`src/rtl/shutter_monitor.sv`:
```
// -----------------------------------------------------------------------------
// shutter_monitor
//
// Receive-side checker for the camera shutter line. The line is sampled every
// clock and decoded against the two-pulse exposure pattern:
//
//   pulse (PULSE_W highs) -> gap (GAP_LEN lows) -> pulse (PULSE_W highs)
//   -> quiet (MIN_QUIET lows, the low that ends the 2nd pulse counts as the
//      first of them) -> ready for the next frame
//
// Every decision taken on the sample at edge N is visible right after edge N
// (one cycle of latency from the sampled shutter cycle). All outputs are
// registered.
//
// After any protocol violation the monitor sits in RECOVER until it has seen
// MIN_QUIET consecutive lows; nothing is reported while recovering, so one
// mangled frame produces exactly one error strobe.
//
// Ports
//   clk        rising-edge clock
//   reset      asynchronous, active-high reset
//   shutter    shutter line from the sequencer (already synchronous)
//   clr_cnt    synchronous clear of frame_cnt and err_cnt (wins over an
//              increment on the same edge)
//   frame_ok   one-cycle pulse: a complete, legal frame was decoded
//   frame_err  one-cycle pulse: a protocol violation was detected
//   err_code   code of the most recent error, held until the next one:
//              00 QUIET, 01 WIDTH, 10 GAP_SHORT, 11 GAP_TIMEOUT
//   frame_cnt  good-frame count, wraps
//   err_cnt    error count, saturates at all-ones
//   busy       high whenever the decoder is not idle
// -----------------------------------------------------------------------------
module shutter_monitor #(
  parameter int PULSE_W   = 1,   // 1..15
  parameter int GAP_LEN   = 2,   // 1..15
  parameter int MIN_QUIET = 6,   // 2..15
  parameter int CNT_W     = 8
) (
  input  logic             clk,
  input  logic             reset,
  input  logic             shutter,
  input  logic             clr_cnt,
  output logic             frame_ok,
  output logic             frame_err,
  output logic [1:0]       err_code,
  output logic [CNT_W-1:0] frame_cnt,
  output logic [CNT_W-1:0] err_cnt,
  output logic             busy
);

  // Decoder phases. Encodings 6 and 7 are unused; landing in one of them
  // (e.g. after an upset) parks the decoder in RECOVER without an error.
  typedef enum logic [2:0] {
    S_IDLE    = 3'd0,
    S_P1      = 3'd1,
    S_GAP     = 3'd2,
    S_P2      = 3'd3,
    S_QUIET   = 3'd4,
    S_RECOVER = 3'd5
  } state_t;

  typedef enum logic [1:0] {
    E_QUIET       = 2'b00,
    E_WIDTH       = 2'b01,
    E_GAP_SHORT   = 2'b10,
    E_GAP_TIMEOUT = 2'b11
  } err_t;

  // Parameter values narrowed to the width of the phase counter.
  localparam logic [3:0] PW = 4'(PULSE_W);
  localparam logic [3:0] GL = 4'(GAP_LEN);
  localparam logic [3:0] MQ = 4'(MIN_QUIET);

  localparam logic [CNT_W-1:0] CNT_ONE = CNT_W'(1);
  localparam logic [CNT_W-1:0] CNT_MAX = '1;

  state_t     state;
  state_t     state_n;
  logic [3:0] c;        // cycles spent in the current phase
  logic [3:0] c_n;
  logic [3:0] c_inc;
  logic       ok_n;
  logic       err_n;
  err_t       code_n;

  assign c_inc = c + 4'd1;

  // ---------------------------------------------------------------------------
  // State register
  // ---------------------------------------------------------------------------
  always_ff @(posedge clk or posedge reset) begin
    if (reset) begin
      state <= S_IDLE;
      c     <= 4'd0;
    end else begin
      state <= state_n;
      c     <= c_n;
    end
  end

  // ---------------------------------------------------------------------------
  // Next-state / decision logic
  // ---------------------------------------------------------------------------
  always_comb begin
    state_n = state;
    c_n     = c;
    ok_n    = 1'b0;
    err_n   = 1'b0;
    code_n  = E_QUIET;

    case (state)
      S_IDLE: begin
        if (shutter) begin
          c_n     = 4'd1;
          state_n = S_P1;
        end else begin
          c_n = 4'd0;
        end
      end

      S_P1: begin
        if (shutter) begin
          if (c == PW) begin
            err_n   = 1'b1;
            code_n  = E_WIDTH;
            c_n     = 4'd0;
            state_n = S_RECOVER;
          end else begin
            c_n = c_inc;
          end
        end else begin
          // This low is the first gap cycle.
          c_n     = 4'd1;
          state_n = S_GAP;
        end
      end

      S_GAP: begin
        if (!shutter) begin
          if (c == GL) begin
            // The timed-out low already counts toward recovery.
            err_n   = 1'b1;
            code_n  = E_GAP_TIMEOUT;
            c_n     = 4'd1;
            state_n = S_RECOVER;
          end else begin
            c_n = c_inc;
          end
        end else if (c == GL) begin
          c_n     = 4'd1;
          state_n = S_P2;
        end else begin
          err_n   = 1'b1;
          code_n  = E_GAP_SHORT;
          c_n     = 4'd0;
          state_n = S_RECOVER;
        end
      end

      S_P2: begin
        if (shutter) begin
          if (c == PW) begin
            err_n   = 1'b1;
            code_n  = E_WIDTH;
            c_n     = 4'd0;
            state_n = S_RECOVER;
          end else begin
            c_n = c_inc;
          end
        end else begin
          // Falling edge of the second pulse completes the frame; this low
          // is quiet cycle 1.
          ok_n    = 1'b1;
          c_n     = 4'd1;
          state_n = S_QUIET;
        end
      end

      S_QUIET: begin
        if (shutter) begin
          err_n   = 1'b1;
          code_n  = E_QUIET;
          c_n     = 4'd0;
          state_n = S_RECOVER;
        end else if (c_inc == MQ) begin
          c_n     = 4'd0;
          state_n = S_IDLE;
        end else begin
          c_n = c_inc;
        end
      end

      S_RECOVER: begin
        // Any high restarts the quiet count; no errors are raised here.
        if (shutter) begin
          c_n = 4'd0;
        end else if (c_inc == MQ) begin
          c_n     = 4'd0;
          state_n = S_IDLE;
        end else begin
          c_n = c_inc;
        end
      end

      default: begin
        c_n     = 4'd0;
        state_n = S_RECOVER;
      end
    endcase
  end

  // ---------------------------------------------------------------------------
  // Registered outputs and counters
  // ---------------------------------------------------------------------------
  always_ff @(posedge clk or posedge reset) begin
    if (reset) begin
      frame_ok  <= 1'b0;
      frame_err <= 1'b0;
      err_code  <= E_QUIET;
      busy      <= 1'b0;
    end else begin
      frame_ok  <= ok_n;
      frame_err <= err_n;
      busy      <= (state_n != S_IDLE);
      if (err_n) begin
        err_code <= code_n;
      end
    end
  end

  // A clear on the same edge as an increment leaves the counter at zero.
  always_ff @(posedge clk or posedge reset) begin
    if (reset) begin
      frame_cnt <= '0;
    end else if (clr_cnt) begin
      frame_cnt <= '0;
    end else if (ok_n) begin
      frame_cnt <= frame_cnt + CNT_ONE;
    end
  end

  always_ff @(posedge clk or posedge reset) begin
    if (reset) begin
      err_cnt <= '0;
    end else if (clr_cnt) begin
      err_cnt <= '0;
    end else if (err_n && (err_cnt != CNT_MAX)) begin
      err_cnt <= err_cnt + CNT_ONE;
    end
  end

endmodule

```
`config.mk`:
```
export PLATFORM = sky130hd
export DESIGN_NAME = shutter_monitor
export DESIGN_NICKNAME = d
export VERILOG_FILES = /design/src/rtl/shutter_monitor.sv
export SDC_FILE = /design/constraint.sdc
export NUM_CORES = 1
export LEC_CHECK = 0
export CAP_MARGIN = 20
export CORE_ASPECT_RATIO = 0.5
export CORE_MARGIN = 1.5
export CORE_UTILIZATION = 48
export CTS_CLUSTER_SIZE = 8
export DETAILED_ROUTE_END_ITERATION = 10
export MAX_ROUTING_LAYER = met4
export PLACE_DENSITY = 0.78
export SLEW_MARGIN = 10
export SYNTH_ARGS = -nofsm -noshare
export SYNTH_HDL_FRONTEND = slang
export SYNTH_SLANG_ARGS = --single-unit
```
`constraint.sdc`:
```
create_clock -name clk -period 2.47 [get_ports clk]
set_clock_uncertainty 0.15 [all_clocks]
set_input_delay 0.247 -clock clk [delete_from_list [all_inputs] [get_ports clk]]
set_output_delay 0.247 -clock clk [all_outputs]
set_load 0.02 [all_outputs]
```
==> flow_summary.ini, run 1 <==
[grt]
grt_pass1_wl_um = 5710
overflow = 0
grt_max_degree = 29
track_usage_pct = 20.0
antenna_found_initial = 0
grt_pass1_vias = 1277

[timing]
finalCriticalPeriod_ns = 2.46
rsz0062_at_grt = yes
hold_violations = 0
fin_crit_sh_pct = 99.4
max-slew-margin-rel_pct = 54.7
hold_ws_ns = 0.167
setup_viol = 0
fmax_mhz = 407
slew_viol_final = 0
worst_pin_slew_ns = 0.678

[clock_network]
clk_latency_ns = 0.28
clockRootBuffer = clkbuf_8
clockBufferDepth = 2
numCtsBuffers = 3
cts.htree.levels = 1
cts_tree = built
path_clk_slew_ns = 0.10
cts_sinks = 28

[cells_and_area]
finalCoreUtilization_pct = 67.5
area_growth_syn_to_layout_pct = 28.3
diodes = 0
layout_common_cells = dfrtp_1, clkdlybuf4s50_1, nor2_1, buf_4, nand3_1
fillerInstances = 242
layout_commonest_cell = dfrtp_1
nets = 213
drive_gt1_share_pct = 15.4

[setup_path]
r2r_slack_ns = 0.01
slowest_delay_ns = 0.39
worst_path_max_delay_cell = dfrtp_1
worstPathArrival_ns = 2.51
start_kind = register
path_cells = inv_1 > ha_1 > nor3b_4 > ha_4 > nor4b_4 > a211oi_4 > buf_4 > or3_1 > a21oi_1
critPathMaxFanout = 9
cp_data_required_time_ns = 2.52
crit_path_end_kind = register
path_class = reg2reg

[synth]
synthFlopType = dfrtp_1
async_flop_share_pct = 100
synth-edff-count = 0
synth_area_um2 = 1640
synthCells = 169
syn_nets = 180
synth-seq-cells = 28
yosys-top-cells-area = dfrtp_1, ha_1, nor2_1, xor2_1, nand3_1
synth_top_area_share_pct = 42.7
seq_area_frac_synth_pct = 42.7
synth_top_cell_by_area = dfrtp_1
avgSynthCellArea_um2 = 9.70
yosys_warnings = 0
yosysUniqueCellTypes = 48

[detailed_routing]
wl_per_cell_um = 14.7
drt-initial-drc-count = 95
drtPass1Iterations = 4
drt-total-wl_um = 3540
dr_wl_met2_um = 1800
routed.top_layer = met4
wl_met3_um = 172
via_per_inst = 5.82
via_count = 1403
drcViolationCount = 0
wl_met1_um = 1560
ant_nets = 0

[die]
pin_count = 25
dieHeight_um = 44.3
core_region_area_um2 = 3120
die_w_um = 85.6
num_rows = 14
start_util_pct = 52.6
die_area_um2 = 3800

[min_path]
hp-class = in2async

[placement]
hpwl_um = 2400
gp_congestion = 0.878
port_buffers = 24

[pwr]
power_mw = 1.55
switching_share_pct = 34.1
p_clk_share_pct = 23.7
p_seq_share_pct = 37.0
power.switching_mw = 0.530
p_leak_nw = 0.903
peakVddDrop_v = 0.000525
combPwrFrac_pct = 39.3
internal_power_mw = 1.02
p_per_area_nw_per_um2 = 737

[flow_run]
maxCapViolCount = 0

[outcome]
status = completed
-- kinds of logic after synthesis --
logic type      share of synthesized area, %
simple gates                            25.4
compound gates                          14.8
flops                                   42.7
buf+inv                                 5.04
xor+xnor                                5.34
fa+ha+maj                               5.34
mux                                     1.30
-- final cells by class --
cell class	count	area (µm²)	share of cell area, %
sequential	28	701	33.3
multi-input combinational	123	902	42.9
tap	40	50.0	2.38
clock inverter	1	30.0	1.43
inverter	7	26.3	1.25
timing repair buffer	39	353	16.8
clock buffer	3	41.3	1.96
-- power groups by stage --
stage	registers [mW]	logic [mW]	clock network [mW]
floorplan	0.611	0.399	0
global placement	0.578	0.560	0
detailed placement	0.580	0.577	0
CTS	0.571	0.582	0.374
global route	0.581	0.666	0.390
finish	0.574	0.609	0.368
-- what timing repair did --
action                                  4_1_cts  5_1_grt
hold buffers                                  0        0
setup buffers                                 0        1
gates resized for setup                       0        6
endpoints found under the setup margin        0        8
-- registers in the layout, indices dropped and copies added, names as in the netlist --
name       cells
err_cnt        8
frame_cnt      8
c              4
state          3
err_code       2
busy           1
frame_err      1
frame_ok       1
-- cell usage after synthesis (all sizes together) (3+ instances only) --
master,count
nand3,10
or4,3
clkbuf,5
nand4,4
buf,6
xor2,7
nor2,17
inv,7
dfrtp,28
nand2,9
ha,7
a21oi,9
o21ai,5
nor2b,6
a21o,3
xnor2,3
a211oi,3
o31ai,3
-- worst paths after layout --
check / end / start / depth (start not counted)
hold / removal: frame_cnt[1]$_DFFE_PP0P_ / reset / 3
setup / recovery: err_cnt[0]$_DFFE_PP0P_ / c[0]$_DFF_PP0_ / 9
hold reg to reg: err_code[0]$_DFFE_PP0P_ / err_code[0]$_DFFE_PP0P_ / 2
setup reg to reg: err_cnt[0]$_DFFE_PP0P_ / c[0]$_DFF_PP0_ / 9
max in group asynchronous: frame_cnt[0]$_DFFE_PP0P_ / reset / 3
min in group clk: err_code[0]$_DFFE_PP0P_ / err_code[0]$_DFFE_PP0P_ / 2
-- per-stage QoR --
step / setup slack (ns) / TNS (ns) / area, µm² / std cells
after floorplan: 0.0738 / 0 / 1640 / 169
after global placement: 0.0964 / 0 / 1980 / 236
after detailed placement: 0.0551 / 0 / 1980 / 236
after CTS: 0.0525 / 0 / 2050 / 240
after global routing: -0.0929 / -0.408 / 2100 / 241
final: 0.0141 / 0 / 2100 / 241
-- critical path: cells and delay by family (launching register included) --
family	cells	cell delay [ns]
AND/OR/NAND/NOR	3	0.94
flip-flops	1	0.39
adder cells (fa/ha/maj)	2	0.39
AO/OA/AOI/OAI	2	0.26
buffers and inverters	2	0.24
-- layer usage --
metal	track usage [%]	vias up
met5	-	-
met4	4.84	0
met3	3.92	3
met2	35.1	49
met1	24.4	671
li1	-	680
(Power assumes the default switching activity.)
==> run 2: changes to the inputs <==
Settings changed: ABC_AREA set to 1, CORE_ASPECT_RATIO 0.5 to 1.2, CORE_UTILIZATION 48 to 49, HOLD_SLACK_MARGIN set to 0.08, PLACE_DENSITY 0.78 to 0.79.
==> run 2 against run 1 <==
Against the previous run:
- the run now ends with DRC left
- sequential share of layout area shrank 0.059 points
- highest routed layer unchanged
- synthesized cell count grew 40%
- worst setup slack gained 0.39 ns
- critical path type unchanged
- non-clock buffer count shrank 12
- worst hold slack gained 0.025 ns
- sequential power grew 12%
==> flow_summary.ini, run 2 <==
[flow_run]
maxCapViolCount = 0

[detailed_routing]
drcViolationCount = 3
via_count = 1582
drt-initial-drc-count = 96
via_per_inst = 5.27
drtPass1Iterations = 8
drt-total-wl_um = 3610
ant_nets = 0
wl_per_cell_um = 12.0

[grt]
grt_pass1_wl_um = 6210
track_usage_pct = 20.9
grt_max_degree = 29
overflow = 0
grt_pass1_vias = 1532
antenna_found_initial = 0

[timing]
hold_violations = 0
fmax_mhz = 483
tns_ns = 0
finalCriticalPeriod_ns = 2.07
hold_ws_ns = 0.192
max-slew-margin-rel_pct = 68.7
setup_viol = 0
rsz0062_at_grt = no
slew_viol_final = 0
worst_pin_slew_ns = 0.465
fin_crit_sh_pct = 83.8

[cells_and_area]
drive_gt1_share_pct = 10.3
finish.instance_area_um2 = 2110
regArea_um2 = 701
fillerInstances = 306
area_growth_syn_to_layout_pct = 19.6
layout_common_cells = nand2_1, inv_1, dfrtp_1, nand3_1, clkdlybuf4s50_1
multiInputGateArea_um2 = 907
finalCoreUtilization_pct = 62.0
largestRegisters = err_cnt: 8 flops, frame_cnt: 8 flops, c: 4 flops
layout_commonest_cell = nand2_1
nets = 275
diodes = 0

[synth]
yosysMostFrequentCell = nand2_1
yosys-top-cells-area = dfrtp_1, nand2_1, nand3_1, inv_1, ha_1
async_flop_share_pct = 100
yosysUniqueCellTypes = 28
syn_nets = 247
avgSynthCellArea_um2 = 7.46
synth_area_um2 = 1760
synthFlopType = dfrtp_1
synth_top_area_share_pct = 39.8
synth-seq-cells = 28
seq_area_frac_synth_pct = 39.8
synth-edff-count = 0
yosys_warnings = 0
synthCells = 236
synth_commonest_cells = nand2_1, inv_1, dfrtp_1, nand3_1, nor2_1
synth_top_cell_by_area = dfrtp_1

[pwr]
switching_share_pct = 41.1
peakVddDrop_v = 0.000586
power.switching_mw = 0.646
p_seq_share_pct = 40.9
p_clk_share_pct = 18.0
p_leak_nw = 1.02
internal_power_mw = 0.924
p_per_area_nw_per_um2 = 745
combPwrFrac_pct = 41.1

[placement]
dpl_cell_area_um2 = 2050
gp_congestion = 0.899
port_buffers = 24
hpwl_um = 2740

[clock_network]
clk_latency_ns = 0.27
cts.htree.levels = 1
clockBufferDepth = 2
cts-resized-gates = 0
cts_sinks = 28
cts_tree = built
hold_buffers = 0
clockRootBuffer = clkbuf_8
numCtsBuffers = 3
postCtsSetupBuffers = 0
path_clk_slew_ns = 0.10

[setup_path]
r2r_slack_ns = 0.40
slowest_delay_ns = 0.48
path_cells = inv_1 > ha_1 > nand2_1 > inv_1 > ha_1 > inv_1 > nand2_4 > nand3_4 > nand2_4 > nand2_4 > nand2_1 > nand2_1
start_kind = register
worstPathArrival_ns = 2.09
crit_path_end_kind = register
cp_data_required_time_ns = 2.49
critPathMaxFanout = 9
reg2regPathDepth = 12
path_class = reg2reg
worst_path_max_delay_cell = dfrtp_1

[die]
die_area_um2 = 3970
pin_count = 25
core_region_area_um2 = 3400
die_w_um = 57.7
start_util_pct = 51.9
dieHeight_um = 68.7
num_rows = 23

[min_path]
hp-class = in2async

[outcome]
violations = DRC
status = finished with violations
-- run 2: changes by cell type after synthesis, sizes merged, moves of 5 or more --
cell	before	now
inv	7	36
xor2	7	1
nand4	4	9
nor2b	6	0
nand3	10	28
o21ai	5	10
nor3	1	6
nand2	9	69
nor2	17	27
-- run 2: critical path: cells and delay by family, from the launching register on --
family / cells / cell delay [ns]
and+or+nand+nor: 7 / 0.64
buffers and inverters: 3 / 0.20
DFF: 1 / 0.48
adders and majority gates: 2 / 0.48
-- run 2: metal layers --
layer / wire (µm) / up-vias / global-route usage [%]
met4: 27 / 0 / 8.14
met2: 1850 / 26 / 37.9
met5: 0 / - / -
li1: - / 809 / -
met3: 95 / 4 / 1.68
met1: 1640 / 743 / 24.1
-- run 2: final timing paths --
path                                          from                 endpoint
max in group asynchronous                    reset   err_cnt[0]$_DFFE_PP0P_
min in group clk           err_code[0]$_DFFE_PP0P_  err_code[0]$_DFFE_PP0P_
setup / recovery                    c[0]$_DFF_PP0_   err_cnt[7]$_DFFE_PP0P_
setup reg to reg                    c[0]$_DFF_PP0_   err_cnt[7]$_DFFE_PP0P_
hold reg to reg            err_code[0]$_DFFE_PP0P_  err_code[0]$_DFFE_PP0P_
hold / removal                               reset           c[0]$_DFF_PP0_
-- run 2: stage by stage --
step,instances,total power [mW],setup slack [ns]
after floorplan,236,1.10,0.595
final,300,1.57,0.399
after CTS,300,1.59,0.380
after detailed placement,296,1.30,0.391
after global routing,300,1.69,0.182
after global placement,296,1.28,0.510
-- run 2: power by group through the flow --
stage	Clock, mW	Combinational (mW)	Sequential [mW]
2_1_floorplan	0	0.431	0.672
3_3_place_gp	0	0.638	0.647
3_5_place_dp	0	0.647	0.651
4_1_cts	0.293	0.652	0.641
5_1_grt	0.308	0.728	0.657
6_report	0.282	0.646	0.642
-- run 2: final cells by class --
type | instances | area share (%)
sequential | 28 | 33.3
multi-input combinational | 168 | 43.1
clock buffer | 4 | 2.61
timing repair buffer | 27 | 12.5
tap | 37 | 2.20
inverter | 36 | 6.41
-- run 2: cells by family after synthesis --
kind of cell	Yosys count	share of synthesized area (%)
adders and majority gates	7	4.97
and+or+nand+nor	139	38.8
AOI/OAI and AO/OA	20	6.68
DFF	28	39.8
buffers and inverters	40	8.74
xor gates and xnor gates	2	0.994
==> run 3: changes to the inputs <==
Clock period 2.47 ns to 1.9 ns, I/O delays scaled along.
==> run 3 against run 2 <==
Against the previous run:
- the flow still finishes with violations (DRC)
- critical path type unchanged
- core utilization up 3.4 points
- flip-flop and latch count unchanged
- critical endpoint is now err_cnt[0]$_DFFE_PP0P_
- clock power up 66%
- total power up 45%
- largest power group unchanged
- highest routed layer unchanged
==> flow_summary.ini, run 3 (same netlist as run 2, synthesis figures left out) <==
[outcome]
status = finished with violations
violations = DRC

[timing]
slew_viol_final = 0
setup_viol = 0
worst_pin_slew_ns = 0.366
max-slew-margin-rel_pct = 75.6
fin_crit_sh_pct = 95.8
tns_ns = 0
finalCriticalPeriod_ns = 1.82
fmax_mhz = 550
hold_violations = 0

[grt]
antenna_found_initial = 0
grt_pass1_vias = 1558
grt_pass1_wl_um = 6360
track_usage_pct = 21.3
grt_max_degree = 29
overflow = 0

[setup_path]
start_kind = register
critPathMaxFanout = 5
path_cells = inv_1 > ha_2 > nand2_1 > inv_1 > ha_1 > inv_2 > nand2_4 > nand3_4 > buf_4 > nand2_4 > nand3_1 > nand2_1
slowest_delay_ns = 0.36
worst_path_max_delay_cell = dfrtp_1
worstPathArrival_ns = 1.84
path_class = reg2reg
crit_path_end_kind = register
cp_data_required_time_ns = 1.92

[die]
core_region_area_um2 = 3400
dieHeight_um = 68.7
pin_count = 25
num_rows = 23
die_area_um2 = 3970
start_util_pct = 51.9
die_w_um = 57.7

[detailed_routing]
drcViolationCount = 3
via_count = 1635
ant_nets = 0
wl_per_cell_um = 12.2
via_per_inst = 5.26
drtPass1Iterations = 7
drt-total-wl_um = 3780
drt-initial-drc-count = 83

[cells_and_area]
drive_gt1_share_pct = 14.6
nets = 286
finalCoreUtilization_pct = 65.4
final_cell_count_no_fill = 311
largestRegisters = err_cnt: 8 flops, frame_cnt: 8 flops, c: 4 flops
fillerInstances = 311
layout_commonest_cell = nand2_1
area_growth_syn_to_layout_pct = 26.1
diodes = 0
finish.instance_area_um2 = 2220
layout_common_cells = nand2_1, inv_1, dfrtp_1, nand3_1, clkdlybuf4s50_1

[flow_run]
maxCapViolCount = 0

[clock_network]
numCtsBuffers = 3
path_clk_slew_ns = 0.10
clockBufferDepth = 2
hold_buffers = 0
clockRootBuffer = clkbuf_8
cts_tree = built
cts_sinks = 28
clk_latency_ns = 0.28
cts.htree.levels = 1

[pwr]
p_leak_nw = 1.08
p_per_area_nw_per_um2 = 1020
peakVddDrop_v = 0.000618
power_mw = 2.27

[placement]
gp_congestion = 0.909
hpwl_um = 2820
dpl_cell_area_um2 = 2110
dp_cells = 304
port_buffers = 24

[min_path]
hp-class = in2async
[run 3: cell count changes in the layout (fill, tap and decap cells not counted), sizes merged]
cell	previous run	this run
buf	3	13
bufinv	0	1
clkbuf	4	3
nand2	69	70
[run 3: per-layer routing]
layer | vias up | wire, µm | GRT usage, %
li1 | 835 | - | -
met1 | 762 | 1710 | 23.8
met2 | 32 | 1890 | 39.2
met3 | 6 | 127 | 2.05
met4 | 0 | 57 | 8.72
met5 | - | 0 | -
[run 3: stage by stage]
step,hold slack [ns],setup slack (ns)
floorplan,0.105,0.0248
global placement,0.367,0.0933
detailed placement,0.374,0.0879
CTS,0.121,0.0674
global route,0.160,-0.00597
finish,0.116,0.0807
[run 3: final timing paths]
kind / cells after the start / to / slack [ns] / start
setup / recovery: 12 / err_cnt[0]$_DFFE_PP0P_ / 0.08 / c[0]$_DFF_PP0_
hold / removal: 3 / c[3]$_DFF_PP0_ / 0.12 / reset
setup reg to reg: 12 / err_cnt[0]$_DFFE_PP0P_ / 0.08 / c[0]$_DFF_PP0_
hold reg to reg: 1 / err_code[0]$_DFFE_PP0P_ / 0.39 / err_code[0]$_DFFE_PP0P_
max in group asynchronous: 3 / err_code[1]$_DFFE_PP0P_ / 1.21 / reset
min in group clk: 1 / err_code[0]$_DFFE_PP0P_ / 0.39 / err_code[0]$_DFFE_PP0P_
[run 3: area by class of cell]
type | instances | area (µm²) | share of cell area (%)
clock buffer | 3 | 41.3 | 1.86
tap | 37 | 46.3 | 2.08
inverter | 36 | 135 | 6.08
timing repair buffer | 37 | 338 | 15.2
clock inverter | 1 | 30.0 | 1.35
multi-input combinational | 169 | 930 | 41.9
sequential | 28 | 701 | 31.5
[run 3: power breakdown]
group | switching, mW | internal, mW
logic | 0.585 | 0.409
clock network | 0.186 | 0.282
registers | 0.107 | 0.702
[run 3: timing repair]
item                                    in CTS  in global routing
setup buffers                                0                  2
resized for setup                            0                  3
endpoints found under the setup margin       0                  7
[run 3: worst max-delay path, delay by kind of cell (launching register included)]
kind,cells,cell delay (ns)
adder cells (fa/ha/maj),2,0.45
AND/OR/NAND/NOR,6,0.42
buffers and inverters,4,0.32
flip-flops,1,0.36
